**src/rtl/tnoc_pkg.sv**
```systemverilog
// -----------------------------------------------------------------------------
// tnoc_pkg
// Shared definitions for the router output-port allocator:
//   PORTS                 number of router ports (4 mesh directions + local)
//   tnoc_port_type        port identifiers, also used as the round-robin pointer
//   tnoc_config           router configuration (virtual channel count, data width)
//   tnoc_arbiter_state_e  per-VC packet arbiter state
//   tnoc_rr_pick          one-hot round-robin pick, search starts after the pointer
//   tnoc_onehot_to_port   encodes a one-hot port vector into a port identifier
// -----------------------------------------------------------------------------
package tnoc_pkg;

    localparam int PORTS = 5;

    typedef enum logic [2:0] {
        TNOC_PORT_X_PLUS  = 3'd0,
        TNOC_PORT_X_MINUS = 3'd1,
        TNOC_PORT_Y_PLUS  = 3'd2,
        TNOC_PORT_Y_MINUS = 3'd3,
        TNOC_PORT_LOCAL   = 3'd4
    } tnoc_port_type;

    typedef struct packed {
        int virtual_channels;
        int data_width;
    } tnoc_config;

    localparam tnoc_config TNOC_DEFAULT_CONFIG = '{
        virtual_channels: 2,
        data_width:       32
    };

    typedef enum logic {
        ARB_IDLE   = 1'b0,
        ARB_LOCKED = 1'b1
    } tnoc_arbiter_state_e;

    // Scans ports pointer+1, pointer+2, ... wrapping 4 -> 0, and returns the
    // first requester as a one-hot vector (all zero when nobody requests).
    // An out-of-range pointer restarts the scan at port 0.
    function automatic logic [PORTS-1:0] tnoc_rr_pick(
        input logic [PORTS-1:0] request,
        input logic [2:0]       pointer
    );
        logic [PORTS-1:0] pick;
        logic [2:0]       index;
        pick  = '0;
        index = pointer;
        for (int i = 0; i < PORTS; i++) begin
            index = (index >= 3'd4) ? 3'd0 : index + 3'd1;
            if (pick == '0 && request[index]) begin
                pick[index] = 1'b1;
            end
        end
        return pick;
    endfunction

    function automatic tnoc_port_type tnoc_onehot_to_port(input logic [PORTS-1:0] onehot);
        logic [2:0] index;
        index = '0;
        for (int i = 0; i < PORTS; i++) begin
            if (onehot[i]) begin
                index = index | 3'(i);
            end
        end
        return tnoc_port_type'(index);
    endfunction

endpackage

```
**src/rtl/tnoc_packet_arbiter.sv**
```systemverilog
// -----------------------------------------------------------------------------
// tnoc_packet_arbiter
// Packet-granular round-robin arbiter for one virtual channel of one output.
// Once a port is granted it keeps the VC until it signals the tail flit with
// i_free; only then are requests considered again (same cycle, no bubble).
// The pointer always equals the current owner, so a freeing owner that
// re-requests is searched last and wins only when it is the sole requester.
// Ports:
//   clk        clock
//   rst_n      asynchronous active-low reset
//   i_request  [p]: port p requests this VC (already masked for absent ports)
//   i_free     [p]: port p transferred its tail flit; releases if p is owner
//   o_grant    [p]: port p owns this VC (registered, one-hot or zero)
// -----------------------------------------------------------------------------
module tnoc_packet_arbiter
    import tnoc_pkg::*;
(
    input  logic             clk,
    input  logic             rst_n,
    input  logic [PORTS-1:0] i_request,
    input  logic [PORTS-1:0] i_free,
    output logic [PORTS-1:0] o_grant
);

    tnoc_arbiter_state_e r_state;
    tnoc_arbiter_state_e w_next_state;
    logic [PORTS-1:0]    r_grant;
    logic [PORTS-1:0]    w_next_grant;
    tnoc_port_type       r_ptr;
    tnoc_port_type       w_next_ptr;
    logic [PORTS-1:0]    w_pick;
    logic                w_release;

    // Only the owner's i_free counts; frees from other ports or on an idle VC
    // are ignored.
    assign w_release = (r_state == ARB_LOCKED) && ((i_free & r_grant) != '0);
    assign w_pick    = tnoc_rr_pick(i_request, r_ptr);

    always_comb begin
        // NOTE: every signal assigned here gets a default first so no path
        // leaves it unassigned, which would otherwise infer a latch.
        w_next_state = r_state;
        w_next_grant = r_grant;
        w_next_ptr   = r_ptr;
        if (r_state == ARB_IDLE || w_release) begin
            if (w_pick != '0) begin
                w_next_state = ARB_LOCKED;
                w_next_grant = w_pick;
                w_next_ptr   = tnoc_onehot_to_port(w_pick);
            end else begin
                w_next_state = ARB_IDLE;
                w_next_grant = '0;
            end
        end
    end

    // NOTE: state registers use non-blocking assignments so every flop samples
    // the pre-edge values; the async reset drops ownership immediately and
    // parks the pointer on port 4 so port 0 is searched first.
    always_ff @(posedge clk or negedge rst_n) begin
        if (!rst_n) begin
            r_state <= ARB_IDLE;
            r_grant <= '0;
            r_ptr   <= TNOC_PORT_LOCAL;
        end else begin
            r_state <= w_next_state;
            r_grant <= w_next_grant;
            r_ptr   <= w_next_ptr;
        end
    end

    assign o_grant = r_grant;

endmodule

```
**src/rtl/tnoc_output_port_allocator.sv**
```systemverilog
// -----------------------------------------------------------------------------
// tnoc_output_port_allocator
// Allocates one router output port among the input blocks, per virtual
// channel, holding each grant for a whole packet, and picks each cycle which
// owning VC drives the output flit mux (lowest eligible VC first).
// Ports (vectors indexed [v*PORTS+p] for VC v, input port p):
//   clk            clock
//   rst_n          asynchronous active-low reset
//   i_request      port p requests this output on VC v
//   i_free         port p's tail flit on VC v transferred; release
//   i_flit_valid   port p has a flit valid on VC v
//   i_vc_ready     downstream VC v can accept a flit this cycle
//   o_grant        port p owns VC v (registered, one-hot per VC)
//   o_vc_select    one-hot VC forwarded this cycle, 0 if none eligible
//   o_port_select  one-hot owner of the selected VC, 0 if none eligible
// -----------------------------------------------------------------------------
module tnoc_output_port_allocator
    import tnoc_pkg::*;
#(
    parameter tnoc_config       CONFIG          = TNOC_DEFAULT_CONFIG,
    parameter logic [PORTS-1:0] AVAILABLE_PORTS = 5'b11111,
    localparam int              CHANNELS        = CONFIG.virtual_channels
)(
    input  logic                      clk,
    input  logic                      rst_n,
    input  logic [CHANNELS*PORTS-1:0] i_request,
    input  logic [CHANNELS*PORTS-1:0] i_free,
    input  logic [CHANNELS*PORTS-1:0] i_flit_valid,
    input  logic [CHANNELS-1:0]       i_vc_ready,
    output logic [CHANNELS*PORTS-1:0] o_grant,
    output logic [CHANNELS-1:0]       o_vc_select,
    output logic [PORTS-1:0]          o_port_select
);

    logic [CHANNELS*PORTS-1:0] w_request;
    logic [CHANNELS*PORTS-1:0] w_grant;
    logic [CHANNELS-1:0]       w_eligible;
    logic [CHANNELS-1:0]       w_vc_select;
    logic [PORTS-1:0]          w_port_select;

    // Absent ports can never win, so they can never own a VC either.
    assign w_request = i_request & {CHANNELS{AVAILABLE_PORTS}};

    for (genvar v = 0; v < CHANNELS; v++) begin : g_vc
        tnoc_packet_arbiter u_arbiter (
            .clk       (clk),
            .rst_n     (rst_n),
            .i_request (w_request[v*PORTS+:PORTS]),
            .i_free    (i_free[v*PORTS+:PORTS]),
            .o_grant   (w_grant[v*PORTS+:PORTS])
        );

        // A non-zero grant means LOCKED; the owner's flit must be valid and
        // the downstream VC must have room.
        assign w_eligible[v] = ((w_grant[v*PORTS+:PORTS] & i_flit_valid[v*PORTS+:PORTS]) != '0)
                               && i_vc_ready[v];
    end

    always_comb begin
        w_vc_select   = '0;
        w_port_select = '0;
        for (int v = 0; v < CHANNELS; v++) begin
            if (w_vc_select == '0 && w_eligible[v]) begin
                w_vc_select[v] = 1'b1;
                w_port_select  = w_grant[v*PORTS+:PORTS];
            end
        end
    end

    assign o_grant       = w_grant;
    assign o_vc_select   = w_vc_select;
    assign o_port_select = w_port_select;

endmodule
```
**config.mk**
```make
export PLATFORM = sky130hd
export DESIGN_NAME = tnoc_output_port_allocator
export DESIGN_NICKNAME = d
export VERILOG_FILES = /design/src/rtl/tnoc_pkg.sv /design/src/rtl/tnoc_packet_arbiter.sv /design/src/rtl/tnoc_output_port_allocator.sv
export SDC_FILE = /design/constraint.sdc
export NUM_CORES = 1
export LEC_CHECK = 0
export ABC_AREA = 1
export CAP_MARGIN = 20
export CORE_ASPECT_RATIO = 1.4
export CORE_MARGIN = 3
export CORE_UTILIZATION = 51
export CTS_BUF_LIST = sky130_fd_sc_hd__clkbuf_16
export DETAILED_ROUTE_END_ITERATION = 16
export PLACE_DENSITY = 0.78
export SYNTH_ARGS = -nofsm -noshare
export SYNTH_HDL_FRONTEND = slang
export SYNTH_SLANG_ARGS = --single-unit
export TNS_END_PERCENT = 5
```
**constraint.sdc**
```tcl
create_clock -name clk -period 7.3 [get_ports clk]
set_input_delay 1.095 -clock clk [delete_from_list [all_inputs] [get_ports clk]]
set_output_delay 1.095 -clock clk [all_outputs]
set_load 0.01 [all_outputs]
```
**Word level (Yosys, flattened, before mapping)**

Index checks and enable logic that the tools add are counted.

- Register bits after elaboration: 18
- Input port bits: 34
- Output and inout port bits: 17
- Logic and storage cells: 178

- Add/sub/neg operators: 10
- Magnitude comparators: 30
- Muxes and demuxes: 76
- Bitwise logic cells: 15
- Reductions and logical operators: 41

Operator list:

| operator | count |
|---|---|
| $mux 5 | 14 |
| $logic_not 5->1 | 8 |
| $lt 3x4->1 const B | 10 |
| $or 5x5->5 | 8 |
| $mux 3 | 12 |
| $add 3x1->3 const B | 10 |
| $bmux 1 s3 | 10 |
| $demux 1 s3 | 10 |
| $ge 3x1->1 const B | 10 |
| $ge 3x3->1 const B | 10 |
| $reduce_bool 5->1 | 6 |
| $mux 1 | 26 |
| $logic_and 1x1->1 | 23 |
| $and 5x5->5 | 4 |
| $mux 2 | 4 |
| $reduce_and 2->1 | 2 |
| $not 1->1 | 3 |
| $logic_or 1x1->1 | 2 |

**Logic depth before layout (Yosys ltp)**

- Word-level depth: 23
- Gate-level depth with buffers: 31
- Depth with buffers taken out: 31

**By module**

Synthesis repeated with hierarchy kept, for this count alone.

- Cell total of the unflattened synthesis: 461
- Area total of the unflattened synthesis: 2842.7 um^2

By module, submodules not included:

| module | times used | cells each | area each (um^2) | sequential area each (um^2) |
|---|---|---|---|---|
| tnoc_packet_arbiter (g_vc[0].u_arbiter) | 1 | 217 | 1390.1 | 226.5 |
| tnoc_packet_arbiter (g_vc[1].u_arbiter) | 1 | 208 | 1281.2 | 226.5 |
| tnoc_output_port_allocator | 1 | 36 | 171.4 | 0.0 |

**Worst setup path before layout**

OpenSTA, ideal clock, no wires.

- Path type: register to register
- Start: register g_vc[0].u_arbiter.r_ptr[0]
- End: register g_vc[0].u_arbiter.r_ptr[1]
- Setup time: 120 ps
- Arrival time: 3522 ps
- Data required time: 7180 ps
- Path slack: 3658 ps
- Cell stages (with the launch flop): 30
- Path buffers: 0
- Period minus slack after synthesis: 3642 ps
- Cells stage by stage: dfrtp_1 -> inv_1 -> ha_1 -> inv_1 -> nor2_1 -> ha_1 -> inv_1 -> a21oi_1 -> ha_1 -> inv_1 -> nand2_1 -> nand2_1 -> nor2_2 -> nor2_1 -> o211ai_1 -> nand4_1 -> nor2_2 -> nand3_1 -> o21bai_2 -> nor2_2 -> nand4_1 -> nand2_2 -> nor2_2 -> nand3_2 -> o21bai_2 -> nor2_1 -> nand3_1 -> nand2_2 -> nand2_1 -> nand2_1

- Longest elaborated chain between the ends: 22
- Elaborated cells between the ends (all ways): 72
- Classes of those cells: add/sub: 5; order compare: 15; mux: 33; bitwise: 4; reduce/logical: 15

RTL lines:

| what | RTL line | source |
|---|---|---|
| start: declaration | tnoc_packet_arbiter.sv:29 | `tnoc_port_type r_ptr;` |
| start signal: assignment | tnoc_packet_arbiter.sv:68 | `r_ptr <= w_next_ptr;` |
| $add 3x1->3 / $ge 3x3->1 (equally long branches) | tnoc_pkg.sv:50 | `index = (index >= 3'd4) ? 3'd0 : index + 3'd1;` |
| $mux 3 (*) | tnoc_pkg.sv:50 |  |
| branches (longest 16 deep; another with $lt 3x4->1) | - |  |
| $mux 5 (*) | tnoc_pkg.sv:51 | `if (pick == '0 && request[index]) begin` |
| $mux 2 (2 in series) | tnoc_pkg.sv:62 | `if (onehot[i]) begin` |
| $mux 3 | tnoc_pkg.sv:62 |  |

Mark *: on every way between the ends. The select of a mux whose other input is x is not followed.
A chain may end at the register's enable or synchronous reset.

**Final worst setup path**

- Start: register g_vc[0].u_arbiter.r_ptr[0]
- End: register g_vc[0].u_arbiter.r_ptr[0]

- Longest elaborated chain between the ends: 23
- Elaborated cells between the ends (all ways): 73
- Classes of those cells: add/sub: 5; order compare: 15; mux: 34; bitwise: 4; reduce/logical: 15

RTL lines:

| what | RTL line |
|---|---|
| $add 3x1->3 / $ge 3x3->1 (equally long branches) | tnoc_pkg.sv:50 |
| $mux 3 (*) | tnoc_pkg.sv:50 |
| branches (longest 16 deep; another with $lt 3x4->1) | - |
| $mux 5 (*) | tnoc_pkg.sv:51 |
| $mux 1 | tnoc_pkg.sv:62 |
| $mux 2 (2 in series) | tnoc_pkg.sv:62 |
| $mux 3 | tnoc_pkg.sv:62 |

Marked as above.

==> flow_summary.ini <==
[worst_setup_path]
critPathBufInv = 4
end_kind = register
worstPathRequired_ps = 7430
worst_path_max_delay_cell = dfrtp_1
worstSetupPathType = reg -> reg
crit_path_start_kind = register
crit_arrival_ps = 4280
cp_top_family = simple AND/OR/NAND/NOR gates
critPathMaxStageDelay_ps = 420
crit_fanout = 5

[floorplan]
rows = 30
start_util_pct = 54.4
num_io_pins = 51
die-height_microns = 92.7
die_area_sq_um = 6290
core_region_area_sq_um = 5030
die_w_microns = 67.9

[run_status]
status = finished clean

[layout]
num-nets-final = 546
syn2layout_area_growth_pct = 23.6
mostFrequentLayoutCells = nand2_1 (105), inv_1 (67), clkdlybuf4s50_1 (50)
fillers = 493
diodes = 0
final_common_cell = nand2_1
drive_above_1_share_pct = 17.2

[job]
max_cap_violations = 0

[clock_tree]
cts.repair_timing.setup_buffer_count = 0
cts-root-buf = clkbuf_16
cts-resized-gates = 0
cts_tree = built
h-tree-depth = 1
clk_path_buf_depth = 2
postCtsHoldBufs = 0
cts_made_buffers = 3
clk_latency_ps = 240
clock-sinks = 18
clkTransAtPathRegs_ps = 50

[sta]
report.final.slew_viol_count = 0
worstMarginPinSlew_ps = 811
hold_viol = 0
period_needed_ps = 4160
rsz0062_at_grt = no
finalSetupViolCount = 0
skew_ps = 1.09
finalCritPeriodShare_pct = 56.9
fmax_mhz = 241
finalSetupTns_ps = 0
relSlewSlack_pct = 45.7

[drt]
dr_total_vias = 3061
wl_microns = 7580
ant_nets = 0
route.detailed.drc = 0
wire_per_inst_microns = 13.4
viasPerCell = 5.42
first_pass_iters = 4
drtIter0Drc = 124

[logic_synthesis]
synthTopCellsByArea = dfrtp_1 (15%), nand2_1 (14%), inv_1 (9.2%)
synth.distinct_cells = 37
async_flop_share_pct = 100
synth_edf_count = 0
ys_seq_area_share_pct = 16.6
syn_area_sq_um = 2740
syn_inst = 450
syn_nets = 494
synth_top_area_share_pct = 14.6
avgSynthCellArea_sq_um = 6.08
ys.flop_type = dfrtp_1
synthesis.yosys.warnings = 0
ys_ff_latch = 18
yosysTopAreaCell = dfrtp_1

[global_routing]
track_usage_pct = 24.9
grt_overflow = 0
antenna_found_initial = 0
grt_pass1_wl_microns = 12500
grt_max_degree = 19
grt_pass1_vias = 2882

[hold_path]
holdCritPathClass = reg -> reg

[placement]
io_buffers = 50
dp.final_hpwl_microns = 6300
place.gp.congestion = 0.921
==> worst min-delay path: cells and delay by family (launching register included) <==
family | cells | cell delay [ps]
and+or+nand+nor | 2 | 100
DFF | 1 | 390
==> final timing paths <==
check	startpoint	endpoint	slack, ps	depth (start not counted)
setup reg to reg	g_vc[0].u_arbiter.r_ptr[0]	g_vc[0].u_arbiter.r_ptr[0]	3140	27
setup / recovery	g_vc[0].u_arbiter.r_ptr[0]	g_vc[0].u_arbiter.r_ptr[0]	3140	27
min in group asynchronous	rst_n	g_vc[0].u_arbiter.o_grant[3]	1320	1
hold / removal	g_vc[1].u_arbiter.r_ptr[2]	g_vc[1].u_arbiter.r_ptr[2]	490	2
hold reg to reg	g_vc[1].u_arbiter.r_ptr[2]	g_vc[1].u_arbiter.r_ptr[2]	490	2
max in group asynchronous	rst_n	g_vc[1].u_arbiter.r_ptr[1]	5480	1
==> final cells by class <==
| type | count | area, sq um | share of cell area [%] |
|---|---|---|---|
| Multi-Input combinational cell | 349 | 1970 | 58.2 |
| Timing Repair Buffer | 50 | 500 | 14.8 |
| Sequential cell | 18 | 453 | 13.4 |
| Inverter | 80 | 303 | 8.95 |
| Tap cell | 64 | 80.1 | 2.37 |
| Clock buffer | 3 | 75.1 | 2.22 |
| Clock inverter | 1 | 3.75 | 0.111 |
==> stage by stage <==
| stage | util (%) | setup slack (ps) | hold slack [ps] | cells | instance area (sq um) |
|---|---|---|---|---|---|
| 4_1_cts | 67.3 | 3150 | 499 | 565 | 3380 |
| 3_5_place_dp | 65.7 | 3160 | 489 | 561 | 3300 |
| 2_1_floorplan | - | 3660 | 462 | 450 | 2740 |
| 6_report | 67.3 | 3140 | 494 | 565 | 3380 |
| 5_1_grt | 67.3 | 2710 | 534 | 565 | 3380 |
| 3_3_place_gp | 65.7 | 3200 | 483 | 561 | 3300 |
==> metal layers <==
| layer | vias up | global-route usage [%] | share of wire [%] |
|---|---|---|---|
| li1 | 1574 | - | - |
| met1 | 1421 | 26.4 | 38 |
| met2 | 58 | 51.8 | 58 |
| met3 | 8 | 1.70 | 2.9 |
| met4 | 0 | 2.82 | 0.98 |
| met5 | - | 0 | 0 |
==> registers in the layout, summed over array words and instances (netlist names) <==
signal	flops
g_vc.u_arbiter.r_state	2
g_vc.u_arbiter.o_grant	10
g_vc.u_arbiter.r_ptr	6
==> cell usage after synthesis (2+ instances only) <==
master / count
nand2_1: 105
inv_1: 67
nor2_1: 45
nand4_1: 32
nand3_1: 28
nor2_2: 21
o21ai_0: 19
nand2_2: 18
dfrtp_1: 16
a21oi_1: 15
inv_2: 11
ha_1: 10
nand2_4: 8
nand3_2: 8
nor2_4: 6
o21bai_2: 5
o21ai_1: 4
a22o_1: 3
o22ai_1: 3
a221oi_1: 2
a22oi_1: 2
a31oi_1: 2
clkbuf_1: 2
dfstp_2: 2
nand3b_1: 2
nor3_1: 2
o211ai_1: 2
==> cell families (layout without fill, tap and decap cells) <==
family / count (synthesis) / after routing / synth area share, %
AOI/OAI and AO/OA: 62 / 62 / 14.4
and+or+nand+nor: 277 / 277 / 53.0
buffers and inverters: 83 / 134 / 11.5
DFF: 18 / 18 / 16.6
adders and majority gates: 10 / 10 / 4.57
Power is left out: the tool's default activity adds up to more than one toggle a clock period on the data nets, which glitch-free logic cannot reach.
==> variant, RTL diff (same flow settings) <==
Reset style: synchronous (`rst_n`), changed in one clocked block. Comments in the files are not updated.
--- a/src/rtl/tnoc_packet_arbiter.sv
+++ b/src/rtl/tnoc_packet_arbiter.sv
@@ -57,7 +57,7 @@
     // NOTE: state registers use non-blocking assignments so every flop samples
     // the pre-edge values; the async reset drops ownership immediately and
     // parks the pointer on port 4 so port 0 is searched first.
-    always_ff @(posedge clk or negedge rst_n) begin
+    always_ff @(posedge clk) begin
         if (!rst_n) begin
             r_state <= ARB_IDLE;
             r_grant <= '0;
Formal check against the unedited RTL: differs if rst_n is asserted again (counterexample within 4 cycles, from zero or initial values and one cycle with rst_n low); with rst_n held inactive, the same outputs for 4 cycles.
==> variant against the original RTL <==
  * Cell count grew 2.7%
  * Fmax rose by 1.5%
  * Critical path type is now in -> out
  * Setup slack better by 0.061 ns
  * Utilization is 0.72 points lower
  * Largest cell class unchanged
  * Worst hold slack better by 0.046 ns
  * Routed wire length decreased by 3.9%
  * Area after synthesis shrank 4.1%
  * Highest routed layer unchanged
  * Design area is 3.3% lower
  * Clock skew barely moved
  * Non-clock buffer count is the same
  * Sequential cell count unchanged
Power is not shown: default switching activity piles up to over one toggle a cycle in this logic, so the estimate is an artifact.
==> variant: results (changes against the original RTL) <==
vias in the first global route 2967 (+2.9%); drt pass-1 iters 5 (+1); Via density 5.36 (-1.2%); status complete, no violations; Initial DRC Count 195 (+57%); first-pass GRT wire length 12.5 mm (-0.61%); Synth Net Count 508 (+2.8%); min-delay src g_vc[1].u_arbiter.r_ptr[2]; top cell type's share of synthesized area 17.4% (+2.8 points); sequential element share of the synthesized area 13.7% (-2.8 points); Final Hold Slack 0.540 ns (+0.0463 ns); CP Capture Point o_port_select[0]; placer's final routability congestion estimate 0.919 (-0.23%); hpwl dp 6.05 mm (-4.0%); Synth area leaders nand2_1 (17%), dfxtp_1 (14%), inv_1 (11%), nand4_1 (8.1%), nor2_1 (7.0%); Worst Tran Pin Value 0.467 ns (-0.345 ns); Finished Layout Cells 580 (+2.7%); mean post-synth cell area 5.65 um2 (-7.2%); Most used DFF post-synth dfxtp_1; Final Net Count 561 (+2.7%); Setup crit end kind primary output; Cell variety after synth 32 (-14%); flop2flop setup slack 3.21 ns (+0.06 ns); crit path DAT 3.00 ns (-1.28 ns); share of layout cells above drive strength 1 14.5% (-2.6 points); worst r2r dst g_vc[1].u_arbiter.r_ptr[2]; ys async rst share 0% (-100 points); gr usage total 24.9% (-0.051 points); Layout Skew 0.000884 ns (-0.000206 ns)
-- variant: cell types whose count changed in the layout (fill, tap and decap cells not counted), moves of 4 or more --
cell	delta
dfxtp_1	+18
nand2_2	-6
inv_1	+7
o21ai_0	-5
o21ai_1	-4
nand3_2	-4
nor2_1	+4
dfrtp_1	-16
inv_2	+4
a21oi_1	+4
nand2_1	+17
-- variant: per-layer routing --
metal / GRT usage, % / part of all wire [%]
met5: 0 / 0
met4: 10.2 / 3.4
met3: 2.24 / 3.1
met2: 46.1 / 53
met1: 27.8 / 40
-- variant: area by class of cell --
type                       count  area, um2
clock buffer                   3       75.1
timing repair buffer          50        500
sequential                    18        360
multi-input combinational    355       1920
fill                         477       1650
tap                           64       80.1
inverter                      90        340
-- variant: logic make-up (layout without fill, tap and decap cells) --
group,count (synthesis),count (layout),synth area share (%)
adder cells (fa/ha/maj),9,9,4.29
AND/OR/NAND/NOR,285,285,53.0
buffers and inverters,92,143,13.3
flip-flops,18,18,13.7
AO/OA/AOI/OAI,61,61,15.7
-- variant: through the flow --
| stage | instance area, um2 | setup WS, ns |
|---|---|---|
| 2_1_floorplan | 2630 | 3.76 |
| 3_3_place_gp | 3200 | 3.33 |
| 3_5_place_dp | 3200 | 3.19 |
| 4_1_cts | 3270 | 3.19 |
| 5_1_grt | 3270 | 2.79 |
| 6_report | 3270 | 3.21 |
-- variant: critical path, cell delays in order --
cell	delay, ns
clkdlybuf4s50_1	0.39
nand2_1	0.07
nand2_1	0.05
a221oi_1	0.22
nand2_1	0.08
nand2_1	0.14
nand2_1	0.08
inv_1	0.12
nand2_1	0.06
o21ai_0	0.09
clkdlybuf4s50_1	0.60
